## src/rtl/freq_meter.sv

```systemverilog
// Gated frequency counter: counts rising edges of sig_in over GATE_PERIOD clk_int cycles.
// Define FREQ_METER_BCD_EN to add a sequential double-dabble converter that drives bcd.
module freq_meter #(
  parameter int GATE_PERIOD = 12_000_000,
  parameter int CNT_W       = 24,
  parameter int BCD_DIGITS  = 8
) (
  input  logic                    clk_int,
  input  logic                    rst,
  input  logic                    en,
  input  logic                    sig_in,
  output logic [CNT_W-1:0]        freq,
  output logic                    ovf,
  output logic                    valid,
  output logic [4*BCD_DIGITS-1:0] bcd
);

  localparam int                GATE_W    = $clog2(GATE_PERIOD);
  localparam logic [GATE_W-1:0] GATE_LAST = GATE_W'(GATE_PERIOD - 1);
  localparam logic [CNT_W-1:0]  CNT_MAX   = '1;

  logic              s1, s2, s3;
  logic              edge_det;
  logic [GATE_W-1:0] gate_cnt;
  logic              terminal;
  logic [CNT_W-1:0]  edge_cnt;
  logic              sticky_ovf;
  logic              at_max;
  logic [CNT_W-1:0]  cap_val;
  logic              cap_ovf;

  // Synchronizer is cleared while disabled so a level already high is seen as a fresh edge.
  always_ff @(posedge clk_int) begin
    if (!rst || !en) begin
      s1 <= 1'b0;
      s2 <= 1'b0;
      s3 <= 1'b0;
    end else begin
      s1 <= sig_in;
      s2 <= s1;
      s3 <= s2;
    end
  end

  assign edge_det = s2 & ~s3;
  assign terminal = en && (gate_cnt == GATE_LAST);
  assign at_max   = (edge_cnt == CNT_MAX);
  assign cap_val  = (edge_det && !at_max) ? edge_cnt + 1'b1 : edge_cnt;
  assign cap_ovf  = sticky_ovf | (edge_det & at_max);

  always_ff @(posedge clk_int) begin
    if (!rst || !en) begin
      gate_cnt   <= '0;
      edge_cnt   <= '0;
      sticky_ovf <= 1'b0;
    end else if (terminal) begin
      gate_cnt   <= '0;
      edge_cnt   <= '0;
      sticky_ovf <= 1'b0;
    end else begin
      gate_cnt   <= gate_cnt + 1'b1;
      edge_cnt   <= cap_val;
      sticky_ovf <= cap_ovf;
    end
  end

  // valid is a one-cycle strobe with no back-pressure; freq/ovf/bcd stay stable until the next strobe.
`ifdef FREQ_METER_BCD_EN
  localparam int               BCD_W      = 4 * BCD_DIGITS;
  localparam int               BIT_W      = $clog2(CNT_W + 1);
  localparam logic [BIT_W-1:0] LAST_SHIFT = BIT_W'(CNT_W - 1);

  typedef enum logic {IDLE, CONV} conv_state_t;

  conv_state_t      state;
  logic [BCD_W-1:0] bcd_sh, bcd_adj, bcd_nxt;
  logic [CNT_W-1:0] bin_sh, bin_nxt;
  logic [BIT_W-1:0] shift_cnt;
  logic [CNT_W-1:0] hold_val;
  logic             hold_ovf;

  always_comb begin
    bcd_adj = bcd_sh;
    for (int d = 0; d < BCD_DIGITS; d++) begin
      if (bcd_sh[4*d +: 4] >= 4'd5) bcd_adj[4*d +: 4] = bcd_sh[4*d +: 4] + 4'd3;
    end
    {bcd_nxt, bin_nxt} = {bcd_adj, bin_sh} << 1;
  end

  always_ff @(posedge clk_int) begin
    if (!rst) begin
      state     <= IDLE;
      bcd_sh    <= '0;
      bin_sh    <= '0;
      shift_cnt <= '0;
      hold_val  <= '0;
      hold_ovf  <= 1'b0;
      freq      <= '0;
      ovf       <= 1'b0;
      valid     <= 1'b0;
      bcd       <= '0;
    end else begin
      valid <= 1'b0;
      if (!en) begin
        state <= IDLE;
      end else if (terminal) begin
        state     <= CONV;
        bcd_sh    <= '0;
        bin_sh    <= cap_val;
        shift_cnt <= '0;
        hold_val  <= cap_val;
        hold_ovf  <= cap_ovf;
      end else if (state == CONV) begin
        bcd_sh    <= bcd_nxt;
        bin_sh    <= bin_nxt;
        shift_cnt <= shift_cnt + 1'b1;
        if (shift_cnt == LAST_SHIFT) begin
          state <= IDLE;
          freq  <= hold_val;
          ovf   <= hold_ovf;
          bcd   <= bcd_nxt;
          valid <= 1'b1;
        end
      end
    end
  end
`else
  always_ff @(posedge clk_int) begin
    if (!rst) begin
      freq  <= '0;
      ovf   <= 1'b0;
      valid <= 1'b0;
    end else begin
      valid <= terminal;
      if (terminal) begin
        freq <= cap_val;
        ovf  <= cap_ovf;
      end
    end
  end

  assign bcd = '0;
`endif

endmodule
```

## config.mk

```make
export PLATFORM = sky130hd
export DESIGN_NAME = freq_meter
export DESIGN_NICKNAME = d
export VERILOG_FILES = /design/src/rtl/freq_meter.sv
export SDC_FILE = /design/constraint.sdc
export NUM_CORES = 1
export LEC_CHECK = 0
export CORE_AREA = 2 2 104 96
export DETAILED_ROUTE_END_ITERATION = 12
export DIE_AREA = 0 0 106 98
export SLEW_MARGIN = 30
export SYNTH_ARGS = -nofsm -noshare
export SYNTH_HDL_FRONTEND = slang
export SYNTH_SLANG_ARGS = --single-unit
```

## constraint.sdc

```tcl
create_clock -name clk_int -period 2.1 [get_ports clk_int]
set_input_delay 0.63 -clock clk_int [delete_from_list [all_inputs] [get_ports clk_int]]
set_output_delay 0.63 -clock clk_int [all_outputs]
set_load 0.01 [all_outputs]
```

==> metrics.cfg <==
[routing]
drt_iter0_markers=149
wirelength_mm=8.05
avgViaCountPerCell=5.01
drt-pass1-iter-count=4
remaining_drc_errors=0
wire_per_inst_um=13.5
postRouteAntennaNets=0
vias=2975

[setup_path]
critPathCaptureType=flip-flop
crit_fanout=11
timing.rr.start=edge_cnt[0]
crit_path_start_kind=input pin
cp.required_ps=2360
worst-r2r-setup-slack_ps=120
worst_ep_arrival_time_ps=2260
ff2ff_path_depth=7
critPathLaunch=en
critPathKind=input pin to flip-flop

[synth]
yosys.area_share.adder_pct=0.684
ys_async_sr_fraction_pct=0
syn_inst=416
synth-seq-area-share_pct=42.7
synth_warnings=0
avgSynthCellArea_um2=8.80
syn_area_mm2=0.00366
synth_top_family_by_area=simple AND/OR/NAND/NOR gates
synth_edf_count=0
synth_ff_type=dfxtp_1
ys_ff_latch=78
synth_xor_area_share_pct=8.14
synth_simple_gate_area_share_pct=25.6
synth_compound_area_share_pct=12.7
synth_mux_area_share_pct=0.821
synthDistinctLibCells=52

[cells_and_area]
design_area_mm2=0.00439
syn_to_final_growth_pct=19.9
n_antenna_cell=0
nets=471
final_common_cell=dfxtp_1
n_fill_cell=925
drive_gt1_share_pct=11.8
final_cell_mix=78 x dfxtp_1, 58 x nor2_1, 32 x conb_1
fin_util_pct=46.7

[cts]
clk_pin_slew_worst_paths_ps=80
post_cts_buffers=0
clock_latency_ps=360
h-tree-depth=3
cts_root_buf=clkbuf_8
cts_tree=built
clk_path_buf_depth=2
clock-sinks=78
cts_buffers=9

[grt]
grt_max_degree=26
globalRouteOverflowTotal=0
grt_pass1_vias=2830
grt_pass1_wl_mm=14.0
antenna_found_initial=0
grt.total_usage_pct=16.7

[run_status]
status=finished, final reports clean

[sta]
fmax_mhz=501
slew_headroom_pct=57.0
tightest_slew_ps=639
skew_ps=12.2
setup_violations=0
whs_ps=452
setup_ws_ps=105
finalHoldViolCount=0
fin_crit_sh_pct=95.0
rsz0062_at_grt=no
drv_slew=0
fin_crit_ps=1990

[floorplan]
placementRows=34
die_area_mm2=0.0104
coreArea_mm2=0.00940
initial_core_util_pct=38.9
io_pins=62
die_y_um=98
dieWidth_um=106

[placement]
hpwl_mm=5.83
postPlaceCellArea_mm2=0.00414
place_ws_ps=-354
port-buffer-count=29
place.gp.congestion=0.889

[pwr]
power_density_mw_per_mm2=658
report.power.total_mw=2.88
leakagePower_nw=1.48
ir_worst_vdd_v=0.000375

[job]
cap_viol_max_count=0

[hold_path]
hp-class=flip-flop to flip-flop
whs_path_depth=1
min_from=gate_cnt[0]

## synthesized netlist by cell type, types with 2 or more instances
master     count  area (um^2)
a2111oi_2      2         30.0
a211oi_1       8         60.1
a21o_1         2         15.0
a21oi_1       20          100
a311oi_2       2         30.0
a31oi_1        5         31.3
and2_1         6         37.5
and3_1         5         31.3
and4_1         9         78.8
and4b_1        2         20.0
buf_2          9         45.0
buf_4         32          240
clkbuf_1       5         18.8
dfxtp_1       78         1560
ha_1           2         25.0
inv_1          9         33.8
mux2i_1        3         30.0
nand2_1       24         90.1
nand3_1       22          110
nand4_1        9         56.3
nand4b_1       2         17.5
nor2_1        58          218
nor3_1         9         45.0
nor4_1         8         50.1
nor4b_1        2         17.5
o21ai_0       21          105
or3_1          5         31.3
xnor2_1       22          193
xor2_1        12          105
## per-stage QoR
step                instances  setup TNS [ps]
floorplan                 447               0
global placement          580          -13990
detailed placement        580          -16460
CTS                       594               0
global route              594               0
finish                    594               0
## cell type report
type,instances,area [um^2],area share [%]
clock inverters,5,100,2.28
inverters,10,37.5,0.856
flip-flops and latches,78,1560,35.6
clock buffers,9,124,2.82
repair buffers,53,512,11.7
well taps,126,158,3.59
multi-input cells,313,1890,43.2
## worst max-delay path, stage by stage
cell and delay [ps]:
clkdlybuf4s50_1 520, nor4bb_2 280, and4_1 240, and2_4 170, buf_4 170, nor2_1 50, a211oi_1 200
## what timing repair did
item / CTS / global route
hold buffers: 0 / 0
setup endpoints to repair: 0 / 18
gates resized for setup: 0 / 4
## where the power goes
group / switching [mW] / internal, mW / total [mW]
clock network: 0.548 / 0.773 / 1.32
registers: 0.00179 / 1.48 / 1.48
logic: 0.0593 / 0.0225 / 0.0818
## per-layer routing
| layer | up-vias | GRT usage (%) | wire [um] |
|---|---|---|---|
| met5 | - | 0 | 0 |
| met3 | 10 | 3.20 | 349 |
| met4 | 0 | 5.77 | 104 |
| li1 | 1500 | - | - |
| met1 | 1384 | 24.1 | 4190 |
| met2 | 81 | 25.0 | 3410 |
## kinds of logic (layout without fill, tap and decap cells)
| group | Yosys count | in the layout |
|---|---|---|
| AO/OA/AOI/OAI | 70 | 70 |
| XOR/XNOR | 34 | 34 |
| adder cells (fa/ha/maj) | 2 | 2 |
| buffers and inverters | 56 | 77 |
| flip-flops | 78 | 78 |
| multiplexers | 3 | 3 |
| other | 1 | 32 |
| AND/OR/NAND/NOR | 172 | 172 |
## state kept, by name (all words and copies together) (netlist names)
register / flops
sticky_ovf: 1
valid: 1
s1: 1
edge_cnt: 24
gate_cnt: 24
s2: 1
ovf: 1
freq: 24
s3: 1
## path summary, 6_finish.rpt
path	end
max	freq[0]
max reg2reg	freq[19]
min	gate_cnt[0]
min reg2reg	gate_cnt[0]
Power figures use the tool's default switching activity.
